--- src/rtl/cache_bus_arbiter_pkg.sv ---
// Shared bus/LSU types: arbiter state, beat counter width, request fields.
package cache_bus_arbiter_pkg;

  // 9 bits so a 256-beat burst (len=255) counts to 256 without wrapping.
  localparam int BEAT_W = 9;

  typedef enum logic [2:0] {
    ST_IDLE,
    ST_ADDR,
    ST_RDATA,
    ST_WDATA,
    ST_WRESP
  } arb_state_t;

  typedef struct packed {
    logic        write;
    logic [31:0] addr;
    logic [7:0]  len;
  } cache_bus_req_t;

endpackage

--- src/rtl/cache_bus_arbiter_pick.sv ---
// Priority + starvation picker: dcache wins ties unless icache has waited
// through STARVE_LIMIT consecutive dcache grants.
module bus_arb_pick #(
  parameter int STARVE_LIMIT = 4
) (
  input  logic       clk,
  input  logic       rst,
  input  logic [1:0] req_valid,
  input  logic       take,
  output logic       pick
);

  // +2 keeps the counter at least 1 bit wide even for STARVE_LIMIT=0.
  localparam int CW = $clog2(STARVE_LIMIT + 2);

  logic [CW-1:0] starve_cnt;
  logic          starved;

  // Pick dcache (1) when it is valid, unless icache is valid and starved.
  always_comb begin
    starved = (starve_cnt == CW'(STARVE_LIMIT));
    pick    = req_valid[1] && !(req_valid[0] && starved);
  end

  // Count dcache grants taken over a waiting icache; clear on icache grant.
  always_ff @(posedge clk) begin
    if (rst) begin
      starve_cnt <= '0;
    end else if (take) begin
      if (!pick)
        starve_cnt <= '0;
      else if (req_valid[0] && !starved)
        starve_cnt <= starve_cnt + 1'b1;
    end
  end

endmodule

--- src/rtl/cache_bus_arbiter.sv ---
// Two-requester (icache=0, dcache=1) burst arbiter onto one downstream bus.
// One burst in flight at a time; grants are only taken from IDLE.
module cache_bus_arbiter
  import cache_bus_arbiter_pkg::*;
#(
  parameter int STARVE_LIMIT = 4
) (
  input  logic             clk,
  input  logic             rst,
  input  logic [1:0]       m_req_valid,
  output logic [1:0]       m_req_ready,
  input  logic [1:0]       m_req_write,
  input  logic [1:0][31:0] m_req_addr,
  input  logic [1:0][7:0]  m_req_len,
  input  logic [1:0]       m_wvalid,
  input  logic [1:0][31:0] m_wdata,
  input  logic [1:0][3:0]  m_wstrb,
  output logic [1:0]       m_wready,
  output logic [1:0]       m_rvalid,
  output logic [31:0]      m_rdata,
  output logic [1:0]       m_rlast,
  output logic [1:0]       m_bvalid,
  output logic             s_req_valid,
  input  logic             s_req_ready,
  output logic             s_req_write,
  output logic [31:0]      s_req_addr,
  output logic [7:0]       s_req_len,
  output logic             s_wvalid,
  output logic [31:0]      s_wdata,
  output logic [3:0]       s_wstrb,
  input  logic             s_wready,
  input  logic             s_rvalid,
  input  logic [31:0]      s_rdata,
  input  logic             s_rlast,
  input  logic             s_bvalid,
  output logic             busy_o
);

  arb_state_t         state;
  logic               gnt;
  logic [BEAT_W-1:0]  beat_cnt;
  logic [7:0]         len_q;
  logic               take;
  logic               pick;
  logic               wbeat;
  logic [BEAT_W-1:0]  beat_nxt;
  cache_bus_req_t     req_g;

  bus_arb_pick #(.STARVE_LIMIT(STARVE_LIMIT)) u_pick (
    .clk       (clk),
    .rst       (rst),
    .req_valid (m_req_valid),
    .take      (take),
    .pick      (pick)
  );

  // Granted request fields, handshake qualifiers and next beat count.
  always_comb begin
    take     = (state == ST_IDLE) && (|m_req_valid);
    req_g    = '{write: m_req_write[gnt], addr: m_req_addr[gnt], len: m_req_len[gnt]};
    wbeat    = (state == ST_WDATA) && m_wvalid[gnt] && s_wready;
    beat_nxt = beat_cnt + 1'b1;
  end

  // Burst sequencing FSM; len is captured at the address handshake since the
  // requester may change m_req_* once it has been accepted.
  always_ff @(posedge clk) begin
    if (rst) begin
      state    <= ST_IDLE;
      gnt      <= 1'b0;
      beat_cnt <= '0;
      len_q    <= '0;
    end else begin
      case (state)
        ST_IDLE: if (take) begin
          gnt   <= pick;
          state <= ST_ADDR;
        end
        ST_ADDR: if (s_req_ready) begin
          len_q    <= req_g.len;
          beat_cnt <= '0;
          state    <= req_g.write ? ST_WDATA : ST_RDATA;
        end
        ST_RDATA: if (s_rvalid && s_rlast) state <= ST_IDLE;
        ST_WDATA: if (wbeat) begin
          if (beat_nxt == ({1'b0, len_q} + 1'b1)) begin
            beat_cnt <= '0;
            state    <= ST_WRESP;
          end else begin
            beat_cnt <= beat_nxt;
          end
        end
        ST_WRESP: if (s_bvalid) state <= ST_IDLE;
        default:  state <= ST_IDLE;
      endcase
    end
  end

  // Route the granted requester to the downstream bus; everything idles at 0
  // outside the phase that uses it, so stray downstream strobes are dropped.
  always_comb begin
    m_req_ready = '0;
    m_wready    = '0;
    m_rvalid    = '0;
    m_rlast     = '0;
    m_bvalid    = '0;
    m_rdata     = '0;
    s_req_valid = 1'b0;
    s_req_write = 1'b0;
    s_req_addr  = '0;
    s_req_len   = '0;
    s_wvalid    = 1'b0;
    s_wdata     = '0;
    s_wstrb     = '0;
    case (state)
      ST_ADDR: begin
        s_req_valid      = 1'b1;
        s_req_write      = req_g.write;
        s_req_addr       = req_g.addr;
        s_req_len        = req_g.len;
        m_req_ready[gnt] = s_req_ready;
      end
      ST_RDATA: begin
        m_rvalid[gnt] = s_rvalid;
        m_rlast[gnt]  = s_rlast;
        m_rdata       = s_rdata;
      end
      ST_WDATA: begin
        s_wvalid      = m_wvalid[gnt];
        s_wdata       = m_wdata[gnt];
        s_wstrb       = m_wstrb[gnt];
        m_wready[gnt] = s_wready;
      end
      ST_WRESP: m_bvalid[gnt] = s_bvalid;
      default: ;
    endcase
    busy_o = (state != ST_IDLE) || (|m_req_valid);
  end

endmodule
--- config.mk ---
export PLATFORM = sky130hd
export DESIGN_NAME = cache_bus_arbiter
export DESIGN_NICKNAME = d
export VERILOG_FILES = /design/src/rtl/cache_bus_arbiter_pkg.sv /design/src/rtl/cache_bus_arbiter_pick.sv /design/src/rtl/cache_bus_arbiter.sv
export SDC_FILE = /design/constraint.sdc
export NUM_CORES = 1
export LEC_CHECK = 0
export ABC_CLOCK_PERIOD_IN_PS = 3200
export CAP_MARGIN = 20
export CORE_AREA = 2 2 124 126
export CTS_CLUSTER_DIAMETER = 200
export DETAILED_ROUTE_END_ITERATION = 8
export DIE_AREA = 0 0 126 128
export PLACE_DENSITY = 0.68
export SYNTH_ARGS = -nofsm -noshare
export SYNTH_HDL_FRONTEND = slang
export SYNTH_HIERARCHICAL = 1
export SYNTH_SLANG_ARGS = --single-unit
--- constraint.sdc ---
create_clock -name clk -period 3.2 [get_ports clk]
set_clock_uncertainty 0.15 [all_clocks]
set_input_delay 0.64 -clock clk [delete_from_list [all_inputs] [get_ports clk]]
set_output_delay 0.64 -clock clk [all_outputs]
set_load 0.005 [all_outputs]
Word level (Yosys, flattened, before mapping)

Cells that the tools add are included.

Memory bits (read-only): 0
Output and inout bits: 122
Input port bits: 197
Register bits after elaboration: 24
Latch bits: 0
Logic and storage cells: 89
Memories: 0
Memory bits (writable): 0

Mux-type cells: 41
Order comparisons: 2
Bitwise logic cells: 5
Eq/ne operators: 13
$mul: 0
Shifts and indexed selects: 0
Add/sub/neg operators: 3
Divide/modulo/power cells: 0
Reduce and logical (&&, ||, !) cells: 20

Operators by type and width:

| kind                                           | count |
|---|---|
| 2-to-1 mux 32 bit                              | 7 |
| 2-to-1 mux 9 bit                               | 3 |
| 2-to-1 mux 3 bit                               | 8 |
| 2-to-1 mux 8 bit                               | 3 |
| case mux 9 bit (2 select lines)                | 1 |
| case mux 3 bit (5 select lines)                | 1 |
| 2-to-1 mux 4 bit                               | 3 |
| AND 2 bit                                      | 5 |
| 2-to-1 mux 2 bit                               | 5 |
| != test 2 bit (second input constant)          | 5 |
| adder 8 x 1 -> 9 bit (second input constant)   | 1 |
| adder 9 x 1 -> 9 bit (second input constant)   | 1 |
| == test 9 bit                                  | 1 |
| 2-to-1 mux 1 bit                               | 9 |
| logical AND 1 bit                              | 8 |
| == test 3 x 2 -> 1 bit (second input constant) | 2 |
| == test 3 bit (second input constant)          | 2 |
| AND reduction 2 bit                            | 3 |
| AND reduction 6 bit                            | 1 |
| != test 2 x 1 -> 1 bit (second input constant) | 2 |
| adder 3 x 1 -> 3 bit (second input constant)   | 1 |
| == test 3 x 1 -> 1 bit (second input constant) | 1 |
| zero test 3 bit                                | 1 |
| AND reduction 3 bit                            | 1 |
| 8 further kinds                                | 9 |

Longest topological paths before layout

Word-level depth: 6
Depth in mapped cells: 9
Gate-level depth less buffers: 8

Modules after synthesis

The synthesis kept the hierarchy.

Modules (own cells, without submodules):

| module            | area an instance (µm²) | sequential area each (µm²) | cells an instance | instances |
|---|---|---|---|---|
| cache_bus_arbiter | 2,742.6                | 420.4                      | 380               | 1 |
| bus_arb_pick      | 187.7                  | 60.1                       | 25                | 1 |

Least setup slack after synthesis

Ideal clock, no wire load.

Path type: reg2reg
Start: register beat_cnt[0]
End: register beat_cnt[0]
Arrival: 2,082 ps
Cell stages (with the launch flop): 8
Path buffers: 0
Slack: 846 ps
Clock period less this slack: 2,354 ps
Required time: 2,928 ps
Setup time: 122 ps
Cells stage by stage: dfxtp_1 ha_1 nand2_1 nor2_2 xnor3_1 or3b_4 o31ai_4 o21ai_2

Cells in the longest elaborated chain, start to end: 5

Ends and longest elaborated chain:

| item                                | RTL line                | source |
|---|---|---|
| start, declared                     | cache_bus_arbiter.sv:41 | `logic [BEAT_W-1:0] beat_cnt;` |
| start signal, assigned              | cache_bus_arbiter.sv:90 | `beat_cnt <= beat_nxt;` |
| adder 9 x 1 -> 9 bit (*)            | cache_bus_arbiter.sv:62 | `beat_nxt = beat_cnt + 1'b1;` |
| == test 9 bit                       | cache_bus_arbiter.sv:86 | `if (beat_nxt == ({1'b0, len_q} + 1'b1)) begin` |
| 2-to-1 mux 9 bit (*)                | cache_bus_arbiter.sv:86 |  |
| 2-to-1 mux 9 bit (*)                | cache_bus_arbiter.sv:85 | `ST_WDATA: if (wbeat) begin` |
| case mux 9 bit (2 select lines) (*) | cache_bus_arbiter.sv:74 | `case (state)` |

Every way passes the cells marked *; elsewhere a longest branch is shown, timed or not. The select of a mux whose other input is x is not followed.
A chain may end at the register's enable or synchronous reset.

Worst setup path in the final report

Start: register state[2]
End: output m_req_ready[1]

Cells in the longest elaborated chain, start to end: 2

Ends and longest elaborated chain:

| item                   | RTL line                 | source |
|---|---|---|
| start, declared        | cache_bus_arbiter.sv:39  | `arb_state_t state;` |
| start signal, assigned | cache_bus_arbiter.sv:82  | `state <= req_g.write ? ST_WDATA : ST_RDATA;` |
| == test 3 x 1 -> 1 bit | cache_bus_arbiter.sv:115 | `case (state)` |
| 2-to-1 mux 2 bit       | cache_bus_arbiter.sv:115 |  |
| end, declared          | cache_bus_arbiter.sv:11  | `output logic [1:0] m_req_ready,` |

No other way between the ends.

==> reports/metrics.cfg <==
[outcome]
status = complete, no violations

[synth]
netlist_area_um2 = 2930
synth_top_area_share_pct = 27.7
synthSimpleGateAreaFrac_pct = 32.6
synth_cell_type_count = 39
muxShareOfSynthArea_pct = 27.7
synth_ff_type = dfxtp_1
synth_common_cells = nor2_1, mux2i_1, and2_1
synth_top_family_by_area = simple AND/OR/NAND/NOR gates
ys_ff_latch = 24
post-synth-top-count-cell = nor2_1
synth_warnings = 6
synth_nets = 606
synth-seq-area-share_pct = 16.4
synth_top_area_cell = mux2i_1
syn_area_per_cell_um2 = 7.24
synth-compound-area-share_pct = 10.8
yosys.area_share.adder_pct = 1.71
postSynthCellCount = 405
synthTopCellsByArea = mux2i_1, dfxtp_1, nor2_1, and2_1, clkbuf_1
synth_edf_count = 0
synth-async-reset-ratio_pct = 0
synth-xor-area-share_pct = 6.19

[worst_hold_path]
hold_start = beat_cnt[1]$_SDFFE_PP0P_
whs_endpoint = beat_cnt[1]$_SDFFE_PP0P_
min_path_cells = 2
hold_path_class = flop to flop

[clocking]
cts_made_buffers = 3
cts_setup_buffers = 0
cts_tree = done
clk_latency_ns = 0.26
cts_buffer_depth = 2
hold_buffers = 0
cts.sinks = 24
clk_pin_slew_ns = 0.06
htree_levels = 1
cts_root_buf = clkbuf_16
ctsResizeCount = 0

[sta]
slew_headroom_pct = 58.4
setup_violations = 0
fin_crit_sh_pct = 91.3
drv_slew = 0
final_hold_viol_count = 0
setup_tns_ns = 0
rsz0062_at_grt = false
worstMarginPinSlew_ns = 0.623
maxClockFrequency_mhz = 342
post-route-min-period_ns = 2.92

[floorplan]
fp.coreArea_um2 = 14900
start_util_pct = 19.7
die_y_um = 128
die_w_um = 126
rows = 45
io_pins = 319
die_area_um2 = 16100

[grt]
grt_max_degree = 44
grt_pass1_wl_mm = 23.0
antenna_found_initial = 1
grt.total_usage_pct = 18.6
overflow = 0
grt_pass1_vias = 3787

[setup_path]
cp-start-kind = flop
slowest_delay_ns = 0.50
endpoint_kind = primary output
crit_path_top_delay_cell = clkdlybuf4s50_1
rr_worst_depth = 7
path_buf_inv = 3
r2r_end = beat_cnt[3]$_SDFFE_PP0P_
ff2ff_setup_slack_ns = 0.59
arrival_ns = 2.13
critPathKind = flop to primary output
worstReg2RegStart = beat_cnt[0]$_SDFFE_PP0P_
crit_chain = nor2_1 > nand2_1 > buf_6 > inv_1 > nand2_1 > nor2_1 > clkdlybuf4s50_1
worst_ep_required_time_ns = 2.41
path_max_fanout = 43
crit_family = buffers and inverters

[routing]
dr.pass1.iters = 4
wl_per_cell_um = 17.5
ant_nets = 0
drtIter0Drc = 130
drc_errors = 0
vias = 3911
wirelength_mm = 15.8
vias_per_cell = 4.33

[job]
drv_cap = 0

[layout]
syn_to_final_growth_pct = 121
fill_cells = 1550
final_nets = 916
drive_gt1_share_pct = 4.20
final_cells = 903

[placed_design]
hpwl_mm = 14.1
routabilityCongestion = 0.858
dp_cells = 898
io_buffers = 318

[power]
ir_worst_vdd_mv = 0.149
p_leak_nw = 2.37
powerDensity_nw_per_um2 = 305

## area by class of cell
class / count / area, um^2 / share of cell area [%]
Antenna cell: 1 / 2.50 / 0.0387
Clock buffer: 4 / 88.8 / 1.37
Inverter: 10 / 37.5 / 0.581
Multi-Input combinational cell: 345 / 2320 / 35.9
Sequential cell: 24 / 484 / 7.49
Tap cell: 188 / 235 / 3.64
Timing Repair Buffer: 331 / 3300 / 51.0
## sequential cells by signal, summed over array words and instances (netlist names)
register,count
beat_cnt,9
len_q,8
state,3
u_pick/starve_cnt,3
gnt,1
## worst register-to-register path: stages (launching register included)
cell and delay, ns:
dfxtp_1 0.45, ha_1 0.31, nand2_1 0.13, nor2_2 0.12
xnor3_1 0.39, or3b_4 0.47, o31ai_4 0.42, o21ai_2 0.07
## power by group
part / total (mW) / switching (mW) / internal, mW
Clock: 0.303 / 0.112 / 0.191
Combinational: 1.29 / 0.547 / 0.738
Sequential: 0.383 / 0.0533 / 0.330
## layout by cell type (no fill, tap or decap), types with 8 or more instances in the layout
cell type        count
inv_1               10
nand3_1             11
dfxtp_1             23
mux2i_1             81
clkdlybuf4s50_1    318
o21ai_0              9
and2_1              33
buf_4               11
a21oi_1              8
nor2_1             105
a211oi_1             9
nand2_1             18
## layer usage
metal / up-vias / routed length, um / global-route usage [%]
met3: 6 / 1410 / 4.67
li1: 1999 / - / -
met1: 1728 / 7000 / 25.2
met2: 178 / 7310 / 30.3
met4: 0 / 109 / 3.10
met5: - / 0 / 0
## kinds of logic (layout without fill, tap and decap cells)
group           Yosys count  in the layout
simple gates            202            202
flops                    24             24
xor+xnor                 16             16
other cells               0              1
compound gates           42             42
buf+inv                  36            345
fa+ha+maj                 4              4
mux                      81             81
## per-stage QoR
stage / util (%) / cell area [um^2] / hold slack, ns / setup slack, ns / power, mW
final: 43.5 / 6460 / 0.348 / 0.279 / 1.97
after global routing: 43.5 / 6460 / 0.372 / 0.0943 / 2.09
after CTS: 43.5 / 6460 / 0.351 / 0.174 / 1.98
after detailed placement: 42.9 / 6370 / 0.341 / 0.374 / 1.68
after global placement: 42.9 / 6370 / 0.338 / 0.367 / 1.67
after floorplan: - / 2930 / 0.317 / 0.846 / 0.922
## how the worst max path moves through the flow
stage / end / slack (ns) / startpoint / depth (start not counted)
final: m_req_ready[1] / 0.28 / state[2]$_SDFFE_PP0P_ / 7
after CTS: m_req_ready[0] / 0.17 / state[2]$_SDFFE_PP0P_ / 7
after global routing: m_req_ready[1] / 0.09 / state[2]$_SDFFE_PP0P_ / 7
after floorplan: beat_cnt[0]$_SDFFE_PP0P_ / 0.85 / beat_cnt[0]$_SDFFE_PP0P_ / 7
after detailed placement: s_wvalid / 0.37 / m_wvalid[1] / 4
after global placement: s_wvalid / 0.37 / m_wvalid[1] / 4
Note: power is estimated with default switching activity, not from simulation.
